## config.mk

```make
export PLATFORM = sky130hd
export DESIGN_NAME = sequence_event_logger
export DESIGN_NICKNAME = d
export VERILOG_FILES = /design/src/rtl/sequence_event_logger.sv
export SDC_FILE = /design/constraint.sdc
export NUM_CORES = 1
export LEC_CHECK = 0
export ABC_AREA = 1
export BUFFER_PORTS_ARGS = -buffer_cell sky130_fd_sc_hd__buf_2
export CAP_MARGIN = 20
export CORE_MARGIN = 2
export CORE_UTILIZATION = 59
export CTS_BUF_LIST = sky130_fd_sc_hd__clkbuf_16
export CTS_CLUSTER_DIAMETER = 80
export DETAILED_ROUTE_END_ITERATION = 8
export PLACE_DENSITY_LB_ADDON = 0.3
export SYNTH_ARGS = -nofsm -noshare
export SYNTH_HDL_FRONTEND = slang
export SYNTH_SLANG_ARGS = --single-unit
```

## constraint.sdc

```tcl
create_clock -name sysClk -period 2.4 [get_ports sysClk]
set_clock_uncertainty 0.1 [all_clocks]
set_input_delay 0.48 -clock sysClk [delete_from_list [all_inputs] [get_ports sysClk]]
set_output_delay 0.48 -clock sysClk [all_outputs]
set_load 0.01 [all_outputs]
```

## src/rtl/sequence_event_logger.sv

```systemverilog
// rtl/sequence_event_logger.sv - logs inter-detection gaps into a show-ahead FIFO
// Also keeps a saturating event count and a sticky overflow flag.
module sequence_event_logger #(
  parameter int GAP_WIDTH  = 8,
  parameter int FIFO_DEPTH = 4,
  parameter int CNT_WIDTH  = 8
) (
  input  logic                 sysClk,
  input  logic                 resetH,
  input  logic                 detectAH,
  input  logic                 clearH,
  input  logic                 popH,
  output logic [GAP_WIDTH-1:0] gapOut,
  output logic                 gapValidH,
  output logic                 fifoFullH,
  output logic                 overflowH,
  output logic [CNT_WIDTH-1:0] eventCount
);

  localparam int PTR_W = $clog2(FIFO_DEPTH);
  localparam int OCC_W = PTR_W + 1;
  localparam logic [OCC_W-1:0] FULL_OCC = OCC_W'(FIFO_DEPTH);

  logic                 detect_d;
  logic [GAP_WIDTH-1:0] gap_cnt;
  logic [GAP_WIDTH-1:0] mem [FIFO_DEPTH];
  logic [PTR_W-1:0]     rd_ptr;
  logic [PTR_W-1:0]     wr_ptr;
  logic [OCC_W-1:0]     occ;
  logic                 overflow;
  logic [CNT_WIDTH-1:0] event_cnt;

  logic event_hit;
  logic is_empty;
  logic is_full;
  logic do_pop;
  logic do_push;

  assign event_hit = detectAH & ~detect_d;
  assign is_empty  = (occ == '0);
  assign is_full   = (occ == FULL_OCC);
  assign do_pop    = popH & ~is_empty;
  // A pop in the same cycle frees the slot, so a full FIFO still accepts the push.
  assign do_push   = event_hit & (~is_full | do_pop);

  always_ff @(posedge sysClk) begin
    if (resetH) begin
      detect_d  <= 1'b0;
      gap_cnt   <= '0;
      rd_ptr    <= '0;
      wr_ptr    <= '0;
      occ       <= '0;
      overflow  <= 1'b0;
      event_cnt <= '0;
    end else begin
      detect_d <= detectAH;
      if (clearH) begin
        gap_cnt   <= '0;
        rd_ptr    <= '0;
        wr_ptr    <= '0;
        occ       <= '0;
        overflow  <= 1'b0;
        event_cnt <= '0;
      end else begin
        if (event_hit) begin
          gap_cnt <= GAP_WIDTH'(1);
        end else if (gap_cnt != '1) begin
          gap_cnt <= gap_cnt + GAP_WIDTH'(1);
        end
        if (do_push) begin
          wr_ptr <= wr_ptr + PTR_W'(1);
        end
        if (do_pop) begin
          rd_ptr <= rd_ptr + PTR_W'(1);
        end
        occ <= occ + OCC_W'(do_push) - OCC_W'(do_pop);
        if (event_hit & ~do_push) begin
          overflow <= 1'b1;
        end
        if (event_hit && event_cnt != '1) begin
          event_cnt <= event_cnt + CNT_WIDTH'(1);
        end
      end
    end
  end

  always_ff @(posedge sysClk) begin
    if (!resetH && !clearH && do_push) begin
      mem[wr_ptr] <= gap_cnt;
    end
  end

  assign gapOut     = is_empty ? '0 : mem[rd_ptr];
  assign gapValidH  = ~is_empty;
  assign fifoFullH  = is_full;
  assign overflowH  = overflow;
  assign eventCount = event_cnt;

endmodule

```

# Word-level counts from Yosys, hierarchy flattened
# Memories as Yosys holds them, arrays and structs flattened. A register that Yosys moved wholly into a read port is not among the register bits.
# Cells that the tools add are included.
[totals]
reg_bits = 25
latch_bits = 0
ram_bits = 32
rom_bits = 0
input_bits = 5
output_inout_bits = 19
wordCells = 43
memories = 1
[mem_list]
columns = ["memory", "depth", "width", "rd", "rd_clocked_by_memory_dff", "write_ports", "line", "source"]
rows = [
  ["mem", 4, 8, 1, 1, 1, "26", "logic [GAP_WIDTH-1:0] mem [FIFO_DEPTH];"],
]
[classes]
addsub = 6
multipliers = 0
div = 0
magnitude_cmp = 0
eq_ne = 3
shifts = 0
n_mux = 7
n_bitwise = 9
reduce_logical = 9
[ops]
columns = ["op", "count"]
rows = [
  ["$add A8 B1 Y8 const B", 2],
  ["$ne A8 B8 Y1 const B", 2],
  ["$mux W8", 1],
  ["$add A2 B1 Y2 const B", 2],
  ["$and A1 B1 Y1", 4],
  ["$mux W1", 4],
  ["$mux W2", 2],
  ["$not A1 Y1", 4],
  ["$add A3 B1 Y3", 1],
  ["$eq A3 B3 Y1 const B", 1],
  ["$logic_and A1 B1 Y1", 3],
  ["$logic_not A3 Y1", 1],
  ["$reduce_or A3 Y1", 1],
  ["$sub A3 B1 Y3", 1],
  ["$logic_not A1 Y1", 2],
  ["$reduce_bool A2 Y1", 1],
  ["$reduce_or A2 Y1", 1],
  ["$or A1 B1 Y1", 1],
]

# Longest topological paths before layout
[logic_depth]
depth_word = 8
mapped_depth = 12
depth_no_buf = 12

# Worst setup path after synthesis
# No wires, ideal clock.
[synth_path]
path_type = "flip-flop to flip-flop"
start = "register occ[1]"
end = "register occ[2]"
setup_time_ps = 78
arrival_ps = 1711
required_ps = 2222
slack_ps = 512
path_stages_with_launch = 13
path_buffers = 0
synth_period_minus_slack_ps = 1888
path_cell_list = "dfxtp_1 inv_2 nand2_2 nor2_4 nand2_4 nand2_2 inv_2 nand2_1 nand2_1 ha_1 fa_1 and3_1 nor3_1"
[synth_via]
word_cells_on_any_way = 9
cone_classes = "add/sub (2); eq/ne (1); bitwise (5); reduce/logical (1)"
[synth_lines]
columns = ["element", "line", "source"]
rows = [
  ["start: declaration", "29", "logic [OCC_W-1:0] occ;"],
  ["start signal: assignment", "76", "occ <= occ + OCC_W'(do_push) - OCC_W'(do_pop);"],
  ["$eq A3 B3 Y1", "41", "assign is_full = (occ == FULL_OCC);"],
  ["named net fifoFullH", "15", "output logic fifoFullH,"],
  ["$not A1 Y1", "44", "assign do_push = event_hit & (~is_full | do_pop);"],
  ["$or A1 B1 Y1", "44", ""],
  ["$and A1 B1 Y1", "44", ""],
  ["$add A3 B1 Y3", "76", ""],
  ["$sub A3 B1 Y3", "76", ""],
]
# The timed path passes the listed nets, and every way through them passes these cells.
# A chain may end at the register's enable or synchronous reset.

==> reports/metrics.yaml <==
synthesis:
  post_synth_main_area_contributors: "sky130_fd_sc_hd__edfxtp_1 (34%), sky130_fd_sc_hd__dfxtp_1 (19%), sky130_fd_sc_hd__nor2_1 (7.3%)"
  post_synth.cell_area_avg_um2: 9.05
  netlist.area_leader.share_pct: 33.9
  yosys_register_bits: 59
  synthDistinctLibCells: 30
  synth_xor_xnor_area_share_pct: 0.309
  mappedNetlistArea_um2: 2830
  complex_gate_fraction_of_the_synthesized_area_pct: 8.35
  multiplexer_area_fraction_after_synthesis_pct: 0
  seq_area_frac_synth_pct: 53.0
  syn-instance-count: 313
  synth_top_family_by_area: "simple AND/OR/NAND/NOR gates"
  post_synth_simple_gate_area_pct: 27.5
  yosysWarningCount: 0
  yosys.area_share.adder_pct: 3.80
  syn-num-nets: 326
  yosys.area.top_type: "sky130_fd_sc_hd__edfxtp_1"
worst_setup_path:
  critical_path_peak_fanout: 11
  timing.critical_path.from_type: "flip-flop"
  reg2reg_setup_slack_ns: 0.45
  worst_path_arrival_ns: 1.62
  crit_path_end_kind: "output port"
  timing.critical_path.required_ns: 1.82
  criticalPathCategory: "flip-flop to output port"
die:
  initial_core_util_pct: 60.8
  floorplan.die.width_um: 73.3
  core.rowCount: 25
  design.core.area_um2: 4660
  die_h_um: 73.3
  dieArea_um2: 5370
  boundaryPins: 24
clocking:
  cts_root_buffer: "sky130_fd_sc_hd__clkbuf_16"
  clock_latency_ns: 0.32
  cts-root-to-sink-buffers: 2
  cts_resized: 0
  cts_hold_buffers: 0
  post-cts-setup-buffers: 0
  cts.reportedPaths.clkPinSlew_ns: 0.05
  cts_inserted_buffers: 9
  cts_tree: "yes"
  clock-sinks: 59
  cts_htree_levels: 3
route:
  drt_first_pass_iters: 5
  drc: 0
  routed_wirelength_um: 5080
  ant_nets: 0
  viasPerCell: 5.13
  vias: 2061
  drt_iter0_drc: 141
  drt-wirelength-per-cell_um: 12.6
job:
  maxCapViolations: 0
cells_and_area:
  drive_gt1_share_pct: 22.1
  final_cell_count_without_fillers: 402
  synthToLayoutAreaGrowth_pct: 14.3
  nFillCells: 356
  final_net_count: 356
  antenna-diode-count: 0
  finish.instance_area_um2: 3240
grt:
  initial_antenna_violation_count: 0
  globalRouteMet1Util_pct: 25.9
  pin_count_of_the_biggest_net_entering_global_routing: 17
  grt_first_pass_wirelength_um: 8390
  first_global_vias: 1825
  met2_demand_to_capacity_share_in_global_routing_pct: 34.2
  gr-max-usage-layer: "met2"
  gr-total-overflow: 0
  grtUsageMet3_pct: 5.76
  grt_use_total_pct: 21.1
worst_hold_path:
  timing.hold.worst.class: "primary input to flip-flop"
sta:
  finalSetupViolCount: 0
  post-route-min-period_ns: 2.20
  worst_pin_slew_ns: 0.556
  slew_viol_final: 0
  unrepaired_setup_endpoints_after_global_routing: "no"
  maxClockFrequency_mhz: 456
  hold_viol_final: 0
  post-route-period-util_pct: 91.5
  slew-limit-headroom_pct: 62.8
  tns_ns: 0
power_and_ir_drop:
  ir_worst_vdd_mv: 0.491
  power_density_nw_per_um2: 712
  cellLeakagePower_nw: 1.37
outcome:
  run_status: "finished, final reports clean"
place:
  dpl.hpwl_um: 3410
  dpl.cell_count: 386
  gp_congestion: 0.799
  portBuffers: 23
  cell_area_reported_after_detailed_placement_um2: 2980
[final cells by class]
class | count | area [um2] | share of cell area [%]
clock inverter | 7 | 30.0 | 0.928
inverter | 40 | 150 | 4.64
timing repair buffer | 25 | 130 | 4.02
multi-input combinational | 208 | 1130 | 35.0
clock buffer | 9 | 225 | 6.96
sequential | 59 | 1500 | 46.4
tap | 54 | 67.6 | 2.09
[worst max-delay path, cell delays in order, from the launching register on]
cell and delay (ns):
sky130_fd_sc_hd__dfxtp_1 0.56, sky130_fd_sc_hd__buf_4 0.22, sky130_fd_sc_hd__nor2_1 0.05, sky130_fd_sc_hd__nor2_1 0.08
sky130_fd_sc_hd__o21ai_0 0.09, sky130_fd_sc_hd__a21oi_1 0.15, sky130_fd_sc_hd__buf_2 0.15
[registers in the layout, summed over array words and instances (netlist names), named ones only]
register,cells
overflowH,1
gap_cnt,8
wr_ptr,2
mem,32
detect_d,1
occ,3
eventCount,8
rd_ptr,2
[synthesized netlist by cell type (all sizes together)]
cell and instances:
nor2 70, nand2 61, inv 40, edfxtp 32
dfxtp 27, o21ai 20, a21oi 18, nand3 17
ha 7, buf 6, a31oi 3, nand3b 3
nor3 2, o21bai 2, and3 1, fa 1
nand4 1, o211ai 1, xor2 1
[metal layers]
layer	up-vias	wire [um]	share of wire, %
li1	1077	-	-
met1	941	2300	45
met2	38	2540	50
met3	5	185	3.6
met4	0	54	1.1
met5	-	0	0
[layout by cell type (no fill, tap or decap)]
cell                         count
sky130_fd_sc_hd__nor2_1         55
sky130_fd_sc_hd__nand2_1        48
sky130_fd_sc_hd__edfxtp_1       32
sky130_fd_sc_hd__inv_1          31
sky130_fd_sc_hd__dfxtp_1        27
sky130_fd_sc_hd__buf_2          23
sky130_fd_sc_hd__o21ai_0        18
sky130_fd_sc_hd__a21oi_1        18
sky130_fd_sc_hd__nand3_1        16
sky130_fd_sc_hd__inv_2          11
sky130_fd_sc_hd__nand2_2         9
sky130_fd_sc_hd__clkbuf_16       9
sky130_fd_sc_hd__nor2_2          7
sky130_fd_sc_hd__ha_1            7
sky130_fd_sc_hd__nor2_4          6
sky130_fd_sc_hd__nand2_4         4
sky130_fd_sc_hd__clkinv_1        4
sky130_fd_sc_hd__nand3b_1        3
sky130_fd_sc_hd__a31oi_1         3
sky130_fd_sc_hd__o21ai_1         2
sky130_fd_sc_hd__nor2_8          2
sky130_fd_sc_hd__o21bai_1        2
sky130_fd_sc_hd__buf_4           2
sky130_fd_sc_hd__nand3_2         1
sky130_fd_sc_hd__nor3_2          1
sky130_fd_sc_hd__nand4_1         1
sky130_fd_sc_hd__xor2_1          1
sky130_fd_sc_hd__o211ai_2        1
sky130_fd_sc_hd__and3_1          1
sky130_fd_sc_hd__nor3_1          1
sky130_fd_sc_hd__fa_1            1
sky130_fd_sc_hd__clkinvlp_4      1
[worst paths after layout]
check                                end                   start  cells after the start
setup / recovery               gapOut[2]               flip-flop                      6
hold / removal       detect_d$_SDFF_PP0_                  resetH                      2
setup reg to reg       occ[2]$_SDFF_PP0_       occ[1]$_SDFF_PP0_                     12
hold reg to reg   overflowH$_SDFFE_PP0P_  overflowH$_SDFFE_PP0P_                      2
[where the power goes]
group | internal [mW] | leakage (nW) | total, mW | switching [mW]
registers | 1.07 | 0.515 | 1.09 | 0.0182
clock network | 0.673 | 0.128 | 1.07 | 0.399
logic | 0.0513 | 0.722 | 0.141 | 0.0892
[cells by family after synthesis]
family	Yosys count
compound gates	44
flops	59
buf+inv	46
xor+xnor	1
simple gates	155
fa+ha+maj	8
[metrics by stage]
step                power (mW)  hold WS [ns]  utilization, %  worst slack [ns]
CTS                       2.32         0.308            69.4             0.183
floorplan                 1.21         0.371               -             0.512
detailed placement        1.25         0.360            64.0             0.374
global placement          1.25         0.348            64.0             0.400
finish                    2.30         0.317            69.4             0.205
global route              2.39         0.315            69.4            0.0783
Note: power is estimated with default switching activity, not from simulation.
